`src/rtl/prbs_o150_burst_ctrl.sv`:
```
// rtl/prbs_o150_burst_ctrl.sv - O.150 PRBS word generator with seed load, burst counting and valid/ready stream.
// Optional single-bit error injection is built when PRBS_ERR_INJ_EN is defined.
module prbs_o150_burst_ctrl #(
  parameter int DATW = 64,
  parameter int STA0 = 9,
  parameter int STA1 = 5,
  parameter int LENW = 16
) (
  input  logic            clk,
  input  logic            rst,
  input  logic            istart,
  input  logic            istop,
  input  logic [LENW-1:0] ilen,
  input  logic            iseed_vld,
  input  logic [STA0-1:0] iseed,
  input  logic            iinj,
  input  logic            idat_rdy,
  output logic            odat_vld,
  output logic [DATW-1:0] odat,
  output logic            olast,
  output logic            obusy,
  output logic            odone,
  output logic            olockup
);

  typedef enum logic {
    S_IDLE,
    S_RUN
  } state_t;

  state_t          state_q, state_d;
  logic [STA0-1:0] st_q, st_d;
  logic [DATW-1:0] odat_q, odat_d;
  logic [LENW-1:0] cnt_q, cnt_d;
  logic            stop_pend_q, stop_pend_d;
  logic            start_pend_q, start_pend_d;
  logic [LENW-1:0] len_pend_q, len_pend_d;
  logic            done_q, done_d;
  logic            lock_q, lock_d;

  logic [STA0-1:0] st_nxt;
  logic [DATW-1:0] dat_nxt;
  logic            inj_now;
  logic            load;
  logic            last;
  logic [LENW-1:0] start_len;
  logic            start_go;

  // Advances the Fibonacci LFSR DATW times; the feedback bit is also the output bit, MSB first.
  function automatic logic [STA0+DATW-1:0] prbs_step(input logic [STA0-1:0] s_in);
    logic [STA0-1:0] s;
    logic [DATW-1:0] w;
    logic            fb;
    s = s_in;
    w = '0;
    for (int i = 0; i < DATW; i++) begin
      fb = s[STA0-1] ^ s[STA1-1];
      s  = {s[STA0-2:0], fb};
      w  = {w[DATW-2:0], fb};
    end
    return {s, w};
  endfunction

  always_comb begin
    {st_nxt, dat_nxt} = prbs_step(st_q);
  end

`ifdef PRBS_ERR_INJ_EN
  logic inj_pend_q, inj_pend_d;

  // A request arriving in the same cycle as a load is applied to that load.
  assign inj_now    = inj_pend_q | iinj;
  assign inj_pend_d = load ? 1'b0 : inj_now;

  always_ff @(posedge clk) begin
    if (rst) inj_pend_q <= 1'b0;
    else     inj_pend_q <= inj_pend_d;
  end
`else
  logic unused_iinj;
  assign unused_iinj = iinj;
  assign inj_now     = 1'b0;
`endif

  assign last = (cnt_q == LENW'(1)) || stop_pend_q;

  always_comb begin
    state_d      = state_q;
    st_d         = st_q;
    odat_d       = odat_q;
    cnt_d        = cnt_q;
    stop_pend_d  = stop_pend_q;
    start_pend_d = start_pend_q;
    len_pend_d   = len_pend_q;
    done_d       = 1'b0;
    lock_d       = 1'b0;
    load         = 1'b0;
    start_go     = 1'b0;
    start_len    = ilen;

    case (state_q)
      S_IDLE: begin
        if (start_pend_q) begin
          start_go     = 1'b1;
          start_len    = len_pend_q;
          start_pend_d = 1'b0;
        end else if (iseed_vld) begin
          // Seed takes this cycle; a simultaneous start is deferred so it sees the new seed.
          st_d   = (iseed == '0) ? '1 : iseed;
          lock_d = (iseed == '0);
          if (istart) begin
            start_pend_d = 1'b1;
            len_pend_d   = ilen;
          end
        end else if (istart) begin
          start_go = 1'b1;
        end
        if (start_go) begin
          load        = 1'b1;
          cnt_d       = start_len;
          stop_pend_d = 1'b0;
          state_d     = S_RUN;
        end
      end
      S_RUN: begin
        if (idat_rdy && last) begin
          state_d     = S_IDLE;
          done_d      = 1'b1;
          stop_pend_d = 1'b0;
        end else begin
          if (idat_rdy) begin
            load = 1'b1;
            if (cnt_q != '0) cnt_d = cnt_q - LENW'(1);
          end
          if (istop) stop_pend_d = 1'b1;
        end
      end
      default: state_d = S_IDLE;
    endcase

    if (load) begin
      st_d   = st_nxt;
      odat_d = dat_nxt ^ {inj_now, {(DATW-1){1'b0}}};
    end
  end

  always_ff @(posedge clk) begin
    if (rst) begin
      state_q      <= S_IDLE;
      st_q         <= '1;
      odat_q       <= '0;
      cnt_q        <= '0;
      stop_pend_q  <= 1'b0;
      start_pend_q <= 1'b0;
      len_pend_q   <= '0;
      done_q       <= 1'b0;
      lock_q       <= 1'b0;
    end else begin
      state_q      <= state_d;
      st_q         <= st_d;
      odat_q       <= odat_d;
      cnt_q        <= cnt_d;
      stop_pend_q  <= stop_pend_d;
      start_pend_q <= start_pend_d;
      len_pend_q   <= len_pend_d;
      done_q       <= done_d;
      lock_q       <= lock_d;
    end
  end

  assign odat_vld = (state_q == S_RUN);
  assign odat     = odat_q;
  assign olast    = odat_vld & last;
  assign obusy    = (state_q != S_IDLE);
  assign odone    = done_q;
  assign olockup  = lock_q;

endmodule
```
`config.mk`:
```
export PLATFORM = sky130hd
export DESIGN_NAME = prbs_o150_burst_ctrl
export DESIGN_NICKNAME = d
export VERILOG_FILES = /design/src/rtl/prbs_o150_burst_ctrl.sv
export SDC_FILE = /design/constraint.sdc
export NUM_CORES = 1
export LEC_CHECK = 0
export CORE_MARGIN = 5
export CORE_UTILIZATION = 40
export DETAILED_ROUTE_END_ITERATION = 8
export SYNTH_ARGS = -nofsm -noshare
export SYNTH_HDL_FRONTEND = slang
export SYNTH_SLANG_ARGS = --single-unit
export TNS_END_PERCENT = 100
```
`constraint.sdc`:
```
create_clock -name clk -period 5.3 [get_ports clk]
set_clock_uncertainty 0.2 [all_clocks]
set_input_delay 0.53 -clock clk [delete_from_list [all_inputs] [get_ports clk]]
set_output_delay 0.53 -clock clk [all_outputs]
set_load 0.005 [all_outputs]
```
[Yosys cells after proc, flatten, opt, wreduce, memory -nomap -nowiden]
Index checks and enable logic that the tools add are counted.
Word-level totals
  flip-flop bits (word level): 110
  input port bits: 32
  word-level logic and storage cells: 125
Operators by class
  $add $sub $neg: 1
  equal/unequal tests: 8
  mux-type cells: 28
  bitwise gates (word level): 68
  reduce and logical (&&, ||, !) cells: 11
Operator list (number)
  2-to-1 mux 16 bit: 5
  bitwise XOR 1 bit: 64
  2-to-1 mux 9 bit: 5
  one-hot mux 16 bit (2 select lines): 1
  equality test 16 x 1 -> 1 bit (second input constant): 1
  nonzero test 16 bit: 1
  subtractor 16 x 1 -> 16 bit (second input constant): 1
  2-to-1 mux 1 bit: 14
  logical NOT 9 bit: 1
  inequality test 2 x 1 -> 1 bit (second input constant): 4
  AND reduction 4 bit: 2
  one-hot mux 1 bit (2 select lines): 3
  inequality test 2 bit (second input constant): 2
  OR reduction 4 bit: 1
  inequality test 3 x 2 -> 1 bit (second input constant): 1
  NOT 1 bit: 3
  AND reduction 3 bit: 1
  AND reduction 2 bit: 1
  nonzero test 2 bit: 1
  OR reduction 2 bit: 1
  bitwise AND 1 bit: 1
  logical AND 1 bit: 1
  logical OR 1 bit: 1

[Depth between registers and ports, before layout]
  depth in word-level cells: 14
  gate-level depth with buffers: 9
  gate-level depth less buffers: 7

[Least setup slack after synthesis]
Ideal clock, no wire load.
  path kind: reg-to-reg
  from: reg cnt_q[4]
  to: reg cnt_q[13]
  library setup time: 79 ps
  arrival time: 2390 ps
  data required time: 5021 ps
  slack: 2630 ps
  stages on the path, launching flop included: 7
  clock period less this slack: 2670 ps
  cell sequence: dfxtp_1 -> or4_4 -> or4_4 -> buf_6 -> or4_1 -> o211a_1 -> a211oi_2
Between the ends
  word-level cells in the longest chain between the ends: 5
  elaborated cells on any way between the ends: 12
  classes of those cells: 1 x add/sub; 3 x eq/ne; 4 x mux; 4 x reduce/logical
Ends and longest elaborated chain
  start: declaration: line 34  | logic [LENW-1:0] cnt_q, cnt_d;
  start signal: assignment: line 162  | cnt_q <= cnt_d;
  subtractor 16 x 1 -> 16 bit or equality test 16 x 1 -> 1 bit (tied branches): line 133, 85
  2-to-1 mux 16 bit or logical OR 1 bit (tied branches): line 133, 85
  2-to-1 mux 16 bit or logical AND 1 bit (tied branches): line 131, 126
  2-to-1 mux 16 bit or inequality test 2 bit (tied branches)
  one-hot mux 16 bit (2 select lines) or AND reduction 4 bit (tied branches)
Several ways; a longest one is shown, not always the timed one. The select of a mux whose other input is x is not followed.
A chain may end at the register's enable or synchronous reset.

[Final worst setup path]
  from: reg cnt_q[4]
  to: reg st_q[6]
Between the ends
  word-level cells in the longest chain between the ends: 7
  elaborated cells on any way between the ends: 10
  classes of those cells: 3 x eq/ne; 3 x mux; 4 x reduce/logical
Ends and longest elaborated chain
  equality test 16 x 1 -> 1 bit (*): line 85  | assign last = (cnt_q == LENW'(1)) || stop_pend_q;
  logical OR 1 bit (*): line 85
  logical AND 1 bit (*): line 126  | if (idat_rdy && last) begin
  2-to-1 mux 1 bit (*): line 126
  one-hot mux 1 bit (2 select lines) (*): line 101  | case (state_q)
  inequality test 2 x 1 -> 1 bit (no line) or nonzero test 2 bit (tied branches)
  AND reduction 3 bit (no line)
  end signal: assignment: line 160  | st_q <= st_d;
  end: declaration: line 32  | logic [STA0-1:0] st_q, st_d;
Mark *: on every way between the ends. The rest lies on a longest branch, timed or not.

==> impl_metrics.tcl <==
set metrics [dict create \
    ys_seq_elements 110 \
    synth_top_area_share_pct 41.30 \
    initial_core_util_pct 40.58 \
    clock_latency_ns 0.35 \
    placed_area_sq_um 6382 \
    cap_violations 0 \
    startpoint_type "register" \
    synthFlopType "dfxtp_1" \
    dp_hpwl_um 10610 \
    die_h_um 125.5 \
    holdCritPathClass "register to register" \
    worst_slew_pin_slew_ns 1.066 \
    drt_wl_total_um 14780 \
    rsz0062_at_grt "false" \
    stdcell_area_sq_um 6666 \
    synth_area_leader_cell "dfxtp_1" \
    dr.pass1.iters 5 \
    drt_iter0_drc 304 \
    hold_violations 0 \
    finalPower_mw 3.741 \
    port_buffers 99 \
    setup_viol 0 \
    drc 0 \
    powerDensity_nw_per_um2 561.2 \
    synth_edf_count 0 \
    core_sq_um 13140 \
    syn-num-nets 683 \
    die-area_sq_um 15740 \
    r2r_slack_ns 1.73 \
    grt_pass1_wl_um 23780 \
    critical_path_class "register to register" \
    viasPerCell 5.281 \
    post_cts_resize_count 0 \
    hold_path_end "odat[43]" \
    final_util_pct 50.74 \
    io_pins 101 \
    synth.distinct_cells 51 \
    reg2reg_depth 6 \
    cp_max_fo 15 \
    grt-ovfl-total 0 \
    min_path_cells 2 \
    grt_pass1_vias 4385 \
    synthArstFlopShare_pct 0 \
    cts.sinks 110 \
    period_needed_ns 3.566 \
    clk_transition_reported_paths_ns 0.07 \
    syn-cell-area_sq_um 5331 \
    wl_per_cell_um 16.53 \
    clk_path_buf_depth 2 \
    holdBufCountCts 0 \
    r2r_end "st_q[6]" \
    endpoint_kind "register" \
    busiest_layer "met1" \
    antenna_found_initial 0 \
    root_buffer "clkbuf_16" \
    peakVddDrop_uv 214.3 \
    grt_usage_pct 18.51 \
    ys_top_cells_by_count "dfxtp_1, nand2_1, nor2_1" \
    gp_congestion 0.8737 \
    use_met3_pct 3.241 \
    vias 4721 \
    cts_tree "done" \
    status "finished, final reports clean" \
    drive_gt1_share_pct 4.178 \
    setup_tns_ns 0 \
    chipWidth_um 125.5 \
    cts_made_buffers 9 \
    yosysSeqAreaShare_pct 41.30 \
    grt_max_degree 58 \
    ys_warn_count 0 \
    final.period_utilization_pct 67.29 \
    cp_data_required_time_ns 5.34 \
    slew_headroom_pct 28.43 \
    h-tree-depth 3 \
    holdCritStartpoint "odat[43]" \
    nets 749 \
    syn_to_final_growth_pct 25.04 \
    ant_nets 0 \
    fmax_ghz 0.2804 \
    syn_area_per_cell_sq_um 8.227 \
    grt.met2_usage_pct 25.77 \
    reg2reg_from "cnt_q[4]" \
    postSynthCellCount 648 \
    arrival_ns 3.61 \
    n_antenna_cell 0 \
    num_rows 42 \
    synth_area_leaders "dfxtp_1, xnor2_1, nand2_1" \
    synth_most_common_cell "dfxtp_1" \
    grt_use_met1_pct 28.53 \
    cts_setup_buffers 0 \
    drv_slew 0 \
    p_leak_nw 2.392 \
]
==> sequential cells by signal, indices dropped and copies added, names as in the netlist <==
| name | flops |
|---|---|
| stop_pend_q | 1 |
| olockup | 1 |
| obusy | 1 |
| start_pend_q | 1 |
| odone | 1 |
| st_q | 9 |
| len_pend_q | 16 |
| odat | 64 |
| cnt_q | 16 |
==> area by class of cell <==
cell class | count | area [sq um]
clock buffers | 10 | 239.0
multi-input cells | 484 | 2915
clock inverters | 5 | 45.04
flip-flops and latches | 110 | 2202
inverters | 5 | 18.77
fillers | 1291 | 6471
repair buffers | 104 | 1026
well taps | 176 | 220.2
==> where the power goes <==
| part | leakage, nW | internal (mW) | switching (mW) |
|---|---|---|---|
| Combinational | 1.35 | 0.917 | 0.984 |
| Sequential | 0.907 | 1.02 | 0.169 |
| Clock | 0.137 | 0.335 | 0.316 |
| Total | 2.39 | 2.27 | 1.47 |
==> worst max-delay path: stages (launching register included) <==
cell and delay [ns]:
dfxtp_1 0.35, or4_4 0.58, nor4_1 0.45, a41oi_1 0.46, o21ai_1 0.97, nor3_1 0.15
a211o_1 0.30
==> layout by cell type, fill, tap and decap left out, types with 4 or more instances in the layout <==
cell type	netlist	final
a221oi_1	5	5
nor3_1	15	15
a31oi_1	8	8
or4_1	4	4
clkdlybuf4s50_1	0	98
nand2b_1	6	6
dfxtp_1	110	110
inv_1	5	5
nor2b_1	4	4
xor2_1	21	21
nand2_1	103	103
xnor2_1	52	52
a21oi_1	73	72
buf_4	3	6
clkbuf_16	0	9
a211o_1	7	7
nor2_1	83	83
o21ai_0	9	9
a211oi_1	38	38
a22oi_1	5	5
nand3_1	4	4
==> worst max-delay path by stage <==
stage	startpoint	endpoint	slack [ns]	cells after the start
floorplan	cnt_q[4]	cnt_q[13]	2.63	6
global placement	cnt_q[4]	st_q[6]	1.92	6
detailed placement	cnt_q[4]	st_q[6]	1.84	6
CTS	cnt_q[4]	olast	1.80	5
global route	cnt_q[4]	st_q[6]	1.57	6
finish	cnt_q[4]	st_q[6]	1.73	6
==> per-layer routing <==
| layer | share of wire, % | wire (um) |
|---|---|---|
| met2 | 42 | 6185 |
| met4 | 1.4 | 212 |
| met1 | 52 | 7618 |
| met3 | 5.2 | 765 |
| met5 | 0 | 0 |
==> cells by family after synthesis <==
kind of cell	count (synthesis)	synth area share, %
compound gates	168	20.42
xor+xnor	79	14.36
fa+ha+maj	3	0.7041
buf+inv	54	4.412
flops	110	41.30
mux	3	0.5633
simple gates	231	18.24
==> stage by stage <==
step           std cells  hold slack (ns)  worst slack (ns)
2_1_floorplan        648           0.2360             2.630
3_3_place_gp         879           0.2426             1.924
3_5_place_dp         879           0.2461             1.843
4_1_cts              894           0.2564             1.801
5_1_grt              894           0.2763             1.569
6_report             894           0.2535             1.734
Power figures use the tool's default switching activity.
